## config.mk

```make
export PLATFORM = sky130hd
export DESIGN_NAME = modulo_controlador_reposicao_rolhas_flat
export DESIGN_NICKNAME = d
export VERILOG_FILES = /design/src/rtl/modulo_controlador_reposicao_rolhas_if.sv /design/src/rtl/modulo_controlador_reposicao_rolhas.sv /design/src/flat_wrapper.sv
export SDC_FILE = /design/constraint.sdc
export NUM_CORES = 1
export LEC_CHECK = 0
export CAP_MARGIN = 20
export CORE_MARGIN = 5
export CORE_UTILIZATION = 50
export CTS_CLUSTER_SIZE = 12
export DETAILED_ROUTE_END_ITERATION = 10
export GPL_ROUTABILITY_DRIVEN = 0
export PLACE_DENSITY = 0.73
export SLEW_MARGIN = 10
export SYNTH_ARGS = -nofsm -noshare
export SYNTH_HDL_FRONTEND = slang
export SYNTH_SLANG_ARGS = --single-unit
```

## constraint.sdc

```tcl
create_clock -name clk -period 2.15 [get_ports clk]
set_input_delay 0.3225 -clock clk [delete_from_list [all_inputs] [get_ports clk]]
set_output_delay 0.3225 -clock clk [all_outputs]
set_load 0.005 [all_outputs]
```

## src/rtl/modulo_controlador_reposicao_rolhas_if.sv

```systemverilog
// Cork storage controller bus: operator/sealer requests in,
// buffer counts and status out.
interface modulo_controlador_reposicao_rolhas_if #(
  parameter int LARGURA = 7
) ();
  logic               en;
  logic               consome;
  logic               carga_req;
  logic [LARGURA-1:0] carga_qtd;
  logic               carga_ack;
  logic               carga_erro;
  logic [LARGURA-1:0] buffer_principal;
  logic [LARGURA-1:0] buffer_secundario;
  logic               transferindo;
  logic               ro;
  logic               min_signal;
  logic               falta;
  logic [1:0]         estado;

  modport master (
    output en,
    output consome,
    output carga_req,
    output carga_qtd,
    input  carga_ack,
    input  carga_erro,
    input  buffer_principal,
    input  buffer_secundario,
    input  transferindo,
    input  ro,
    input  min_signal,
    input  falta,
    input  estado
  );

  modport slave (
    input  en,
    input  consome,
    input  carga_req,
    input  carga_qtd,
    output carga_ack,
    output carga_erro,
    output buffer_principal,
    output buffer_secundario,
    output transferindo,
    output ro,
    output min_signal,
    output falta,
    output estado
  );
endinterface

```

## src/rtl/modulo_controlador_reposicao_rolhas.sv

```systemverilog
// Cork storage sequencer: operator loads into the secondary reservoir,
// batch transfers to the principal buffer, per-bottle consumption.
module modulo_controlador_reposicao_rolhas #(
  parameter int LARGURA    = 7,
  parameter int MAX_ROLHAS = 99,
  parameter int MIN_ROLHAS = 5,
  parameter int LOTE       = 15
) (
  input  logic clk,
  input  logic clr,
  modulo_controlador_reposicao_rolhas_if.slave bus
);

  typedef enum logic [1:0] {
    S_IDLE   = 2'b00,
    S_CARGA  = 2'b01,
    S_TRANSF = 2'b10,
    S_ILEGAL = 2'b11
  } estado_t;

  localparam logic [LARGURA-1:0] P_MAX  = LARGURA'(MAX_ROLHAS);
  localparam logic [LARGURA-1:0] P_MIN  = LARGURA'(MIN_ROLHAS);
  localparam logic [LARGURA-1:0] P_LOTE = LARGURA'(LOTE);
  localparam logic [LARGURA-1:0] P_UM   = LARGURA'(1);
  localparam logic [LARGURA:0]   P_MAXE = (LARGURA+1)'(MAX_ROLHAS);

  estado_t            r_est;
  logic [LARGURA-1:0] r_prin;
  logic [LARGURA-1:0] r_sec;
  logic [LARGURA-1:0] r_cnt;
  logic [LARGURA-1:0] r_qtd;
  logic               r_ack;
  logic               r_erro;
  logic               r_falta;

  logic               w_move;
  logic               w_ro;
  logic               w_min;
  logic               w_sai;
  logic [LARGURA:0]   w_soma;

  assign w_move = (r_est == S_TRANSF);
  assign w_ro   = (r_prin == '0);
  assign w_min  = (r_prin < P_MIN);
  assign w_soma = {1'b0, r_sec} + {1'b0, bus.carga_qtd};

  // Exit on the edge whose move reaches a limit, or when en drops.
  assign w_sai = !bus.en
              || (r_cnt + P_UM == P_LOTE)
              || (r_sec == P_UM)
              || (r_prin + P_UM == P_MAX);

  assign bus.carga_ack         = r_ack;
  assign bus.carga_erro        = r_erro;
  assign bus.buffer_principal  = r_prin;
  assign bus.buffer_secundario = r_sec;
  assign bus.transferindo      = w_move;
  assign bus.ro                = w_ro;
  assign bus.min_signal        = w_min;
  assign bus.falta             = r_falta;
  assign bus.estado            = r_est;

  always_ff @(posedge clk) begin
    if (clr) begin
      r_est   <= S_IDLE;
      r_prin  <= '0;
      r_sec   <= '0;
      r_cnt   <= '0;
      r_qtd   <= '0;
      r_ack   <= 1'b0;
      r_erro  <= 1'b0;
      r_falta <= 1'b0;
    end else begin
      r_ack   <= 1'b0;
      r_erro  <= 1'b0;
      r_falta <= bus.consome && w_ro && !w_move;

      // A move and a consumption in the same cycle cancel out.
      if (w_move && !bus.consome) begin
        r_prin <= r_prin + P_UM;
      end else if (!w_move && bus.consome && !w_ro) begin
        r_prin <= r_prin - P_UM;
      end

      unique case (r_est)
        S_IDLE: begin
          if (bus.carga_req) begin
            r_est  <= S_CARGA;
            r_qtd  <= bus.carga_qtd;
            r_ack  <= 1'b1;
            r_erro <= (w_soma > P_MAXE);
          end else if (bus.en && w_min && r_sec != '0) begin
            r_est <= S_TRANSF;
            r_cnt <= '0;
          end
        end
        S_CARGA: begin
          if (!r_erro) begin
            r_sec <= r_sec + r_qtd;
          end
          r_est <= S_IDLE;
        end
        S_TRANSF: begin
          r_sec <= r_sec - P_UM;
          r_cnt <= r_cnt + P_UM;
          if (w_sai) begin
            r_est <= S_IDLE;
          end
        end
        S_ILEGAL: begin
          r_est <= S_IDLE;
        end
      endcase
    end
  end

endmodule

```

## src/flat_wrapper.sv

```systemverilog
// flat-port wrapper written by rule: the top's interface ports become plain ports
module modulo_controlador_reposicao_rolhas_flat 
#(
  parameter int LARGURA    = 7,
  parameter int MAX_ROLHAS = 99,
  parameter int MIN_ROLHAS = 5,
  parameter int LOTE       = 15
)
  (clk, clr, bus_en, bus_consome, bus_carga_req, bus_carga_qtd, bus_carga_ack, bus_carga_erro, bus_buffer_principal, bus_buffer_secundario, bus_transferindo, bus_ro, bus_min_signal, bus_falta, bus_estado);
  modulo_controlador_reposicao_rolhas_if #(.LARGURA(LARGURA)) bus_i ();
  input  logic clk;
  input  logic clr;
  input wire logic [$bits(bus_i.en)-1:0] bus_en;
  input wire logic [$bits(bus_i.consome)-1:0] bus_consome;
  input wire logic [$bits(bus_i.carga_req)-1:0] bus_carga_req;
  input wire logic [$bits(bus_i.carga_qtd)-1:0] bus_carga_qtd;
  output wire logic [$bits(bus_i.carga_ack)-1:0] bus_carga_ack;
  output wire logic [$bits(bus_i.carga_erro)-1:0] bus_carga_erro;
  output wire logic [$bits(bus_i.buffer_principal)-1:0] bus_buffer_principal;
  output wire logic [$bits(bus_i.buffer_secundario)-1:0] bus_buffer_secundario;
  output wire logic [$bits(bus_i.transferindo)-1:0] bus_transferindo;
  output wire logic [$bits(bus_i.ro)-1:0] bus_ro;
  output wire logic [$bits(bus_i.min_signal)-1:0] bus_min_signal;
  output wire logic [$bits(bus_i.falta)-1:0] bus_falta;
  output wire logic [$bits(bus_i.estado)-1:0] bus_estado;
  assign bus_i.en = bus_en;
  assign bus_i.consome = bus_consome;
  assign bus_i.carga_req = bus_carga_req;
  assign bus_i.carga_qtd = bus_carga_qtd;
  assign bus_carga_ack = bus_i.carga_ack;
  assign bus_carga_erro = bus_i.carga_erro;
  assign bus_buffer_principal = bus_i.buffer_principal;
  assign bus_buffer_secundario = bus_i.buffer_secundario;
  assign bus_transferindo = bus_i.transferindo;
  assign bus_ro = bus_i.ro;
  assign bus_min_signal = bus_i.min_signal;
  assign bus_falta = bus_i.falta;
  assign bus_estado = bus_i.estado;
  modulo_controlador_reposicao_rolhas #(.LARGURA(LARGURA), .MAX_ROLHAS(MAX_ROLHAS), .MIN_ROLHAS(MIN_ROLHAS), .LOTE(LOTE)) u_core (.clk(clk), .clr(clr), .bus(bus_i));
endmodule
```

==> After elaboration in Yosys (flattened, before gate mapping) <==
Cells that the tools add are included.
{ "op_classes": {"eq_ne": 11, "magnitude_cmp": 2, "n_reduce_logical": 27, "muxes": 12, "add_sub_neg": 6, "n_bitwise": 2} }
{ "op_table": {"columns": ["op", "count"], "rows": [
  ["$mux 7", 5],
  ["$pmux 7 s2", 2],
  ["$add 7x1->7 const B", 2],
  ["$sub 7x1->7 const B", 2],
  ["$add 7x7->8", 1],
  ["$gt 8x7->1 const B", 1],
  ["$add 7x7->7", 1],
  ["$eq 7x1->1 const B", 1],
  ["$eq 7x4->1 const B", 1],
  ["$eq 7x7->1 const B", 1],
  ["$logic_and 1x1->1", 7],
  ["$logic_not 7->1", 1],
  ["$lt 7x3->1 const B", 1],
  ["$reduce_bool 7->1", 1],
  ["$mux 2", 3],
  ["$ne 2x2->1 const B", 3],
  ["$pmux 2 s3", 1],
  ["$reduce_and 2->1", 3],
  ["$reduce_bool 2->1", 3],
  ["$eq 2x2->1 const B", 2],
  ["$logic_not 1->1", 4],
  ["$reduce_or 2->1", 2],
  ["$logic_or 1x1->1", 3],
  ["$ne 3x2->1 const B", 1],
  ["other kinds (7)", 8]
]} }
{ "word_totals": {"wordCells": 68, "input_bits": 12, "regBits": 33, "output_inout_bits": 22} }

==> Depth between registers and ports, before layout <==
{ "logic_depth": {"depth_word": 7, "mapped_depth": 8} }

==> Worst setup path before layout <==
Ideal clock, no wire load.
{ "synth_timing": {"path_kind": "register -> register", "from": "register u_core.r_sec[2] (netlist: u_core.bus.buffer_secundario[2])", "to": "register u_core.r_sec[6] (netlist: u_core.bus.buffer_secundario[6])", "stages_incl_launch_ff": 7, "t_arrival_ns": 1.734, "path_slack_ns": 0.282, "t_required_ns": 2.016, "synth_period_minus_slack_ns": 1.868, "path_buffers": 0, "path_cell_list": "dfxtp_1 ha_1 nor2b_1 o31a_1 or4_1 nand3_1 a31oi_1"} }
{ "synth_via": {"elab_chain_cells": 3, "word_cells_on_any_way": 4} }
{ "synth_lines": {"columns": ["element", "line", "text"], "rows": [
  ["start: declaration", "modulo_controlador_reposicao_rolhas.sv:29", "logic [LARGURA-1:0] r_sec;"],
  ["start signal: assignment", "modulo_controlador_reposicao_rolhas.sv:99", "r_sec <= r_sec + r_qtd;"],
  ["start signal: assignment", "modulo_controlador_reposicao_rolhas.sv:104", "r_sec <= r_sec - P_UM;"],
  ["$add 7x7->7", "modulo_controlador_reposicao_rolhas.sv:99", null],
  ["$mux 7", "modulo_controlador_reposicao_rolhas.sv:98", "if (!r_erro) begin"],
  ["$pmux 7 s2 (*)", "modulo_controlador_reposicao_rolhas.sv:85", "unique case (r_est)"]
]} }
Mark *: on every way between the ends. The rest lies on a longest branch, timed or not. The select of a mux whose other input is x is not followed.
A chain may end at the register's enable or synchronous reset.

==> Worst setup path after layout <==
{ "layout_timing": {"from": "register u_core.r_prin[0] (netlist: u_core.bus.buffer_principal[0])", "to": "output bus_ro"} }
{ "layout_via": {"elab_chain_cells": 1} }
{ "layout_lines": {"columns": ["element", "line", "text"], "rows": [
  ["start: declaration", "modulo_controlador_reposicao_rolhas.sv:28", "logic [LARGURA-1:0] r_prin;"],
  ["start signal: assignment", "modulo_controlador_reposicao_rolhas.sv:80", "r_prin <= r_prin + P_UM;"],
  ["start signal: assignment", "modulo_controlador_reposicao_rolhas.sv:82", "r_prin <= r_prin - P_UM;"],
  ["$logic_not 7->1", "modulo_controlador_reposicao_rolhas.sv:43", "assign w_ro = (r_prin == '0);"],
  ["end: declaration", "flat_wrapper.sv:22", "output wire logic [$bits(bus_i.ro)-1:0] bus_ro;"]
]} }
No other way between the ends.

==> impl_metrics.json <==
{
  "setup.worst_path.class": "reg -> out",
  "pwr-share-clk_pct": 22.6,
  "timing.setup.tns_ns": 0,
  "clk_pin_slew_ns": 0.07,
  "worst_setup_path_end_kind": "primary output",
  "vias": 2220,
  "drv_cap": 0,
  "outcome": "completed",
  "yosysWarnings": 0,
  "synth_edf_count": 0,
  "drtIter0Drc": 130,
  "crit_family": "buffers and inverters",
  "crit_chain": "buf_4 -> inv_1 -> ha_1 -> nand3_1 -> inv_1 -> clkdlybuf4s50_1",
  "worst_setup_path_start_kind": "register",
  "fin_cells": 383,
  "grt_pass1_wl_um": 9800,
  "area_growth_pct": 25.7,
  "slew_headroom_pct": 71.1,
  "hold_viol_final": 0,
  "viasPerCell": 5.80,
  "ys_seq_elements": 33,
  "p_int_uw": 1720,
  "synth_top_area_share_pct": 28.2,
  "grt_max_degree": 25,
  "ir_drop_mv": 0.412,
  "p_switching_uw": 956,
  "combPwrFrac_pct": 47.6,
  "power.density_nw_per_um2": 909,
  "yosys_most_used_dff": "dfxtp_1",
  "cts_max_level": 2,
  "cpPeakStageDelay_ns": 0.49,
  "initial_core_util_pct": 50.6,
  "first_pass_iters": 4,
  "slew_violations": 0,
  "drive_above_1_share_pct": 12.2,
  "syn-cell-area_sq_um": 2340,
  "yosys.area.top_type": "dfxtp_1",
  "drt-wirelength-per-cell_um": 14.9,
  "cts_max_path_buffers": 2,
  "antenna_cells": 0,
  "worstMarginPinSlew_ns": 0.428,
  "synthTopCellsByArea": "dfxtp_1 (28%), ha_1 (12%), nor2_1 (6.2%)",
  "antenna_found_initial": 0,
  "synth.yosys.seq_area_share_pct": 28.2,
  "post-route-period-util_pct": 95.6,
  "row_count": 25,
  "rsz0062_at_grt": "no",
  "critical-path-slowest-cell": "clkdlybuf4s50_1",
  "fmax_mhz": 487,
  "dp.cells": 375,
  "ant_nets": 0,
  "cts_sinks": 33,
  "grt_overflow_total": 0,
  "min_period_ns": 2.05,
  "grt_pass1_vias": 2188,
  "path_buf_inv": 4,
  "cts_hold_buffers": 0,
  "core_sq_um": 4630,
  "dieArea_sq_um": 6160,
  "netSwitchingFraction_pct": 35.7,
  "hold_class": "reg -> reg",
  "cp_max_fo": 7,
  "cp.required_ns": 1.83,
  "nets": 364,
  "p_leak_uw": 0.00120,
  "cts_tree": "yes",
  "synth_cell_types": 56,
  "top_level_ports": 34,
  "die_width_um": 78.5,
  "finalClockSkew_ns": 0.00286,
  "wirelength_um": 5720,
  "hpwlAfterDp_um": 4330,
  "path_common_cell": "inv_1",
  "root_buffer": "clkbuf_8",
  "portBuffers": 33,
  "cp.arrival_ns": 1.73,
  "syn-mean-instance-area_sq_um": 8.34,
  "synth-async-reset-ratio_pct": 0,
  "total_power_uw": 2680,
  "syn_nets": 317,
  "numCtsBuffers": 5,
  "setup-violations-final": 0,
  "die_h_um": 78.5,
  "track_usage_pct": 19.7,
  "synthCells": 281,
  "pwr-share-seq_pct": 29.8,
  "clk_latency_ns": 0.29,
  "drc": 0
}
[routing by layer]
layer | track usage (%) | share of wire (%) | wire length (um)
met5 | 0 | 0 | 0
met3 | 4.24 | 5.2 | 295
met2 | 33.8 | 48 | 2770
met1 | 24.0 | 44 | 2540
met4 | 7.52 | 2.0 | 112
[worst register-to-register path: stages, from the launching register on]
cell       delay (ns)
dfxtp_1          0.43
ha_1             0.29
a211oi_1         0.30
o21bai_1         0.13
a21oi_1          0.20
xor2_1           0.08
a2111oi_0        0.37
[synthesized netlist by cell type, drive strengths merged, types with 6 or more instances]
master	instances
xnor2	9
ha	22
nand2	16
nor3	8
nor2	40
xor2	8
dfxtp	33
clkbuf	7
inv	13
o21ai	14
a21oi	21
nand3	13
mux2i	6
[sequential cells by signal (all words and copies together), names as in the netlist]
signal	cells
u_core.bus.buffer_secundario	7
u_core.bus.buffer_principal	7
u_core.bus.falta	1
u_core.r_cnt	7
u_core.bus.carga_ack	1
u_core.bus.carga_erro	1
u_core.r_qtd	7
u_core.bus.estado	2
[path summary, 6_finish.rpt]
check | start | endpoint | slack [ns] | cells past startpoint
max | u_core.bus.buffer_principal[0] | bus_ro | 0.1 | 6
min | u_core.r_cnt[6] | u_core.r_cnt[6] | 0.48 | 2
max reg2reg | u_core.bus.buffer_secundario[1] | u_core.bus.buffer_secundario[5] | 0.23 | 6
min reg2reg | u_core.r_cnt[6] | u_core.r_cnt[6] | 0.48 | 2
[power by group through the flow]
stage / registers (uW) / clock network [uW] / logic, uW
global route: 811 / 652 / 1400
CTS: 797 / 623 / 1270
floorplan: 838 / 0 / 760
detailed placement: 809 / 0 / 1270
global placement: 805 / 0 / 1250
finish: 797 / 606 / 1270
[final cells by class]
type / count / area, sq um
sequential: 33 / 661
clock buffer: 7 / 86.3
fill: 392 / 1680
inverter: 13 / 48.8
multi-input combinational: 226 / 1600
clock inverter: 1 / 30.0
timing repair buffer: 49 / 449
tap: 54 / 67.6
[metrics by stage]
stage	setup slack [ns]	area, sq um	hold WS (ns)	util [%]
after floorplan	0.282	2340	0.406	-
after global placement	0.0636	2830	0.466	61.0
after detailed placement	0.00628	2830	0.472	61.0
after CTS	0.0116	2940	0.481	63.5
after global routing	0.0109	2950	0.532	63.6
final	0.0954	2950	0.481	63.6
[timing repair]
item                       CTS  global route
gates resized for setup      1             1
setup endpoints to repair    1             1
buffers inserted             0             0
[cell families after synthesis]
group,share of synthesized area (%)
buffers and inverters,3.63
adder cells (fa/ha/maj),13.5
multiplexers,3.52
flip-flops,28.2
XOR/XNOR,6.35
AO/OA/AOI/OAI,21.6
AND/OR/NAND/NOR,23.3
[cells in the final DEF, fill, tap and decap left out, types with 6 or more instances in the layout]
cell type and n:
nand2_1 16, clkdlybuf4s50_1 32, ha_1 22, nor2_1 39, nand3_1 13, mux2i_1 6
buf_4 16, xor2_1 8, dfxtp_1 33, xnor2_1 9, inv_1 12, clkbuf_8 6
nor3_1 7, o21ai_0 14, a21oi_1 21
No activity file was read; power rests on OpenSTA's default activity.
==> RTL edit 1: new RTL, same settings <==
`LARGURA` is set to 7 in 3 places; all go to 14.
--- a/src/rtl/modulo_controlador_reposicao_rolhas_if.sv
+++ b/src/rtl/modulo_controlador_reposicao_rolhas_if.sv
@@ -2,5 +2,5 @@
 // buffer counts and status out.
 interface modulo_controlador_reposicao_rolhas_if #(
-  parameter int LARGURA = 7
+  parameter int LARGURA = 14
 ) ();
   logic               en;
--- a/src/rtl/modulo_controlador_reposicao_rolhas.sv
+++ b/src/rtl/modulo_controlador_reposicao_rolhas.sv
@@ -2,5 +2,5 @@
 // batch transfers to the principal buffer, per-bottle consumption.
 module modulo_controlador_reposicao_rolhas #(
-  parameter int LARGURA    = 7,
+  parameter int LARGURA    = 14,
   parameter int MAX_ROLHAS = 99,
   parameter int MIN_ROLHAS = 5,
--- a/src/flat_wrapper.sv
+++ b/src/flat_wrapper.sv
@@ -2,5 +2,5 @@
 module modulo_controlador_reposicao_rolhas_flat 
 #(
-  parameter int LARGURA    = 7,
+  parameter int LARGURA    = 14,
   parameter int MAX_ROLHAS = 99,
   parameter int MIN_ROLHAS = 5,
Interface: changed (resized bus_buffer_principal, bus_buffer_secundario and bus_carga_qtd); port bits go from 34 to 55. No check against the original RTL was run, so the function may have changed too.
==> RTL edit 1 against the unedited design <==
The run now ends with setup timing left; via count increased by 150%; critical path depth did not move; cell area is 120% higher; clock skew up 6.5 ps; wire length rose to 2.6 times the old value; area after synthesis rose by 100%; power grew 140%; worst setup slack lost 390 ps; sequential cell count rose by 28; largest power group unchanged; non-clock buffer count is 106 higher.
==> RTL edit 1: results (changes against the unedited design) <==
| Metric | Value |
|---|---|
| Setup slack, reg-to-reg | `-150 ps (-380 ps)` |
| DRC | `0 (unchanged)` |
| Register area share after synthesis | `0.258 (-0.0234)` |
| Total track usage | `0.253 (+0.0557)` |
| Nets@finish | `827 (+130%)` |
| Post-layout min period | `2440 ps (+390 ps)` |
| Clock-pin slew on the worst setup and hold paths | `70 ps (about the same)` |
| Port Buffers | `54 (+64%)` |
| Layout cell share with drive strength beyond 1 | `0.243 (+0.121)` |
| Worst-Margin Slew | `683 ps (+256 ps)` |
| Largest cells by area after synthesis | `dfxtp_1 (26%), ha_1 (9.3%), nand2_1 (6.4%)` |
| Max Root-Sink Buffers | `2 (unchanged)` |
| First-pass GRT wire length | `24.0 mm (+140%)` |
| Wire per inst | `16.5 um (+11%)` |
| TritonRoute pass-1 iters | `5 (+1)` |
| CP max-delay cell | `or4_4` |
| Initial antenna violation count | `0 (unchanged)` |
| Failing checks | `setup timing` |
| DR iter-0 viols | `307 (+140%)` |
| Hold Path Class | `in2reg` |
| P_leak | `2.70 nW (+120%)` |
| Distinct cells, synth | `68 (+21%)` |
| P_int | `3.70 mW (+110%)` |
| Smallest hold slack | `353 ps (-128 ps)` |
| Final setup margin | `-294 ps (-390 ps)` |
| Ys flop type | `dfxtp_1` |
| Largest net degree at the start of global routing | `62 (+150%)` |
| Root Buffer | `clkbuf_8` |
| Clock Latency Late Sink | `350 ps (+60 ps)` |
| CP peak stage delay | `560 ps (+70 ps)` |
| Via count | `5446 (+150%)` |
| Max Slew Vio Count | `0 (unchanged)` |
| Filler cells | `727 (+85%)` |
| VDD IR max | `0.000459 V (+11%)` |
| Final setup viols | `15 (+15)` |
| Total nets after synthesis | `694 (+120%)` |
| Ys async rst share | `0 (unchanged)` |
| CP max FO | `2 (-5)` |
| Clock skew | `9.39 ps (+6.52 ps)` |
| Vias in the first global route | `5127 (+130%)` |
| Antenna Diode Count | `0 (unchanged)` |
| Worst EP arrival | `2120 ps (+390 ps)` |
| Setup tns final | `-987 ps (-987 ps)` |
| Most frequent cells after synthesis | `nand2_1 (80), nor2_1 (75), dfxtp_1 (61)` |
| HPWL after detailed placement | `10.4 mm (+140%)` |
| CTS H-tree lvls | `3 (+1)` |
| Yosys warns | `0 (unchanged)` |
| Status | `finished, violations left` |
| Cts bufs inserted | `9 (+4)` |
[RTL edit 1: cell types whose count changed after synthesis, moves of 9 or more]
cell      unedited run  this run
nor2_1              39        75
a21oi_1             21        56
nand3_1             13        26
nand4_1              1        10
dfxtp_1             33        61
ha_1                22        35
o21ai_0             14        36
clkbuf_1             7        21
nand2_1             16        80
nor3_1               8        26
or3_1                0         9
[RTL edit 1: final timing paths]
kind                                                start                                             to  depth (start not counted)
max reg2reg  u_core.bus.buffer_secundario[0]$_SDFFE_PP0P_               u_core.bus.carga_erro$_SDFF_PP0_                          9
max           u_core.bus.buffer_principal[6]$_SDFFE_PP0P_                                         bus_ro                          6
min                                                   clr  u_core.bus.buffer_secundario[13]$_SDFFE_PP0P_                          4
min reg2reg                  u_core.r_qtd[6]$_SDFFE_PP0P_                   u_core.r_qtd[6]$_SDFFE_PP0P_                          2
[RTL edit 1: timing repair]
action,CTS,global route
gates resized for setup,65,41
hold buffers,0,0
setup buffers,8,4
endpoints found under the setup margin,20,38
pin swaps,40,34
[RTL edit 1: power by group through the flow]
stage / sequential, mW / clock (mW) / combinational (mW)
after global placement: 1.47 / 0 / 3.21
after CTS: 1.46 / 0.955 / 3.66
after global routing: 1.49 / 1.01 / 4.20
after floorplan: 1.54 / 0 / 2.00
after detailed placement: 1.48 / 0 / 3.30
final: 1.47 / 0.946 / 3.90
[RTL edit 1: metrics by stage]
step	power, mW	area [um2]	instances	setup WS, ps
floorplan	3.54	4740	638	-39.6
global placement	4.68	5950	879	-484
detailed placement	4.77	5950	879	-582
CTS	6.07	6360	900	-464
global route	6.71	6590	904	-351
finish	6.32	6590	904	-294
[RTL edit 1: critical path: cells and delay by family, from the launching register on]
kind	cells	cell delay, ps
simple gates	4	1210
flops	1	310
buf+inv	2	250
[RTL edit 1: cells by family (layout without fill, tap and decap cells)]
| kind of cell | Yosys count | in the layout | synth area share |
|---|---|---|---|
| and+or+nand+nor | 283 | 283 | 0.290 |
| AOI/OAI and AO/OA | 172 | 172 | 0.233 |
| DFF | 61 | 61 | 0.258 |
| buffers and inverters | 50 | 187 | 0.0508 |
| adders and majority gates | 37 | 37 | 0.101 |
| xor gates and xnor gates | 29 | 29 | 0.0538 |
| muxes | 6 | 6 | 0.0127 |
[RTL edit 1: cell type report]
type / count / area share
clock inverters: 2 / 0.00152
multi-input cells: 527 / 0.548
repair buffers: 155 / 0.205
flip-flops and latches: 61 / 0.187
inverters: 17 / 0.0101
well taps: 129 / 0.0245
clock buffers: 13 / 0.0241
[RTL edit 1: layer usage]
layer  routed length, um  GRT usage
met5                   0          0
met4                 389     0.0886
met3                 943     0.0265
met2                7410      0.446
met1                6210      0.318
==> RTL edit 2: new RTL, config.mk and constraints unchanged <==
Made on the original files. `MAX_ROLHAS` is set to 99 in 2 places; all go to 74.
--- a/src/rtl/modulo_controlador_reposicao_rolhas.sv
+++ b/src/rtl/modulo_controlador_reposicao_rolhas.sv
@@ -3,5 +3,5 @@
 module modulo_controlador_reposicao_rolhas #(
   parameter int LARGURA    = 7,
-  parameter int MAX_ROLHAS = 99,
+  parameter int MAX_ROLHAS = 74,
   parameter int MIN_ROLHAS = 5,
   parameter int LOTE       = 15
--- a/src/flat_wrapper.sv
+++ b/src/flat_wrapper.sv
@@ -3,5 +3,5 @@
 #(
   parameter int LARGURA    = 7,
-  parameter int MAX_ROLHAS = 99,
+  parameter int MAX_ROLHAS = 74,
   parameter int MIN_ROLHAS = 5,
   parameter int LOTE       = 15
Behaviour: not the same (Yosys sat finds a counterexample within 4 cycles, from zero or initial values).
==> RTL edit 2 against the unedited design <==
Cell area is 2.9% higher; sequential power is 6.9% higher; area after synthesis is 2.8% higher; critical endpoint is now u_core.bus.carga_erro$_SDFF_PP0_; clock skew is 3.5 ps higher; final cell count is 0.78% higher; critical path type is now in2reg; wire length is 3.6% higher; combinational power is 38% higher; worst setup slack better by 39 ps; power is 24% higher; sequential cell count stayed put; via count is 0.45% higher.
==> RTL edit 2: results (changes against the unedited design) <==
| Metric | Value |
|---|---|
| Status | `complete, no violations` |
| Clock skew | `6.34 ps (+3.48 ps)` |
| Inverters | `10 (-3)` |
| Nets@finish | `367 (+0.82%)` |
| Worst EP arrival | `2250 ps (+520 ps)` |
| Filler cells | `438 (+12%)` |
| XOR/XNOR share of the synthesized area | `0.0618 (-0.00172)` |
| Layout cell share with drive strength beyond 1 | `0.136 (+0.0140)` |
| Via count | `2230 (+0.45%)` |
| Post-synthesis adder-cell area fraction | `0.131 (-0.00363)` |
| Worst r2r path cells | `8 (+2)` |
| # Post-CTS Setup Buffers | `1 (+1)` |
| Distinct cells, synth | `64 (+14%)` |
| Compound-gate portion of the synthesized area | `0.201 (-0.0147)` |
| Power Clock | `0.707 mW (+17%)` |
| Multi-input combinational area share | `0.546 (+0.00142)` |
| Vias in the first global route | `2156 (-1.5%)` |
| First-pass GRT wire length | `10.1 mm (+3.2%)` |
| CP Launch Point | `bus_carga_qtd[0]` |
| Clk tree area frac | `0.0442 (+0.00465)` |
| Buffers outside the clock class | `53 (+8.2%)` |
| Register area share after synthesis | `0.274 (-0.00761)` |
| Post-synthesis mux area share | `0.0436 (+0.00840)` |
| HPWL after detailed placement | `4.56 mm (+5.4%)` |
| Layout area overhead | `25.9%` |
| Setup slack, reg-to-reg | `160 ps (-70 ps)` |
| P_int | `2.10 mW (+22%)` |
| Sw frac | `0.365 (+0.00809)` |
==> RTL edit 2: stage by stage <==
| step | std cells | instance area [um2] | util | setup WS, ps |
|---|---|---|---|---|
| 2_1_floorplan | 281 | 2410 | - | 185 |
| 3_3_place_gp | 377 | 2890 | 0.615 | -105 |
| 3_5_place_dp | 377 | 2890 | 0.615 | -145 |
| 4_1_cts | 386 | 3030 | 0.646 | 136 |
| 5_1_grt | 386 | 3030 | 0.646 | 54.6 |
| 6_report | 386 | 3030 | 0.646 | 135 |
==> RTL edit 2: per-layer routing <==
metal | global-route usage | vias up | part of all wire
met5 | 0 | - | 0
met4 | 0.0653 | 0 | 0.019
met3 | 0.0339 | 13 | 0.039
met2 | 0.341 | 50 | 0.48
met1 | 0.258 | 1039 | 0.46
li1 | - | 1128 | -
==> RTL edit 2: critical path: stages <==
cell and delay [ps]:
clkdlybuf4s50_1 420, ha_1 220, fa_1 420, a21o_1 190, a21oi_1 170, o21ba_2 180
mux2i_1 140, o2111a_1 200
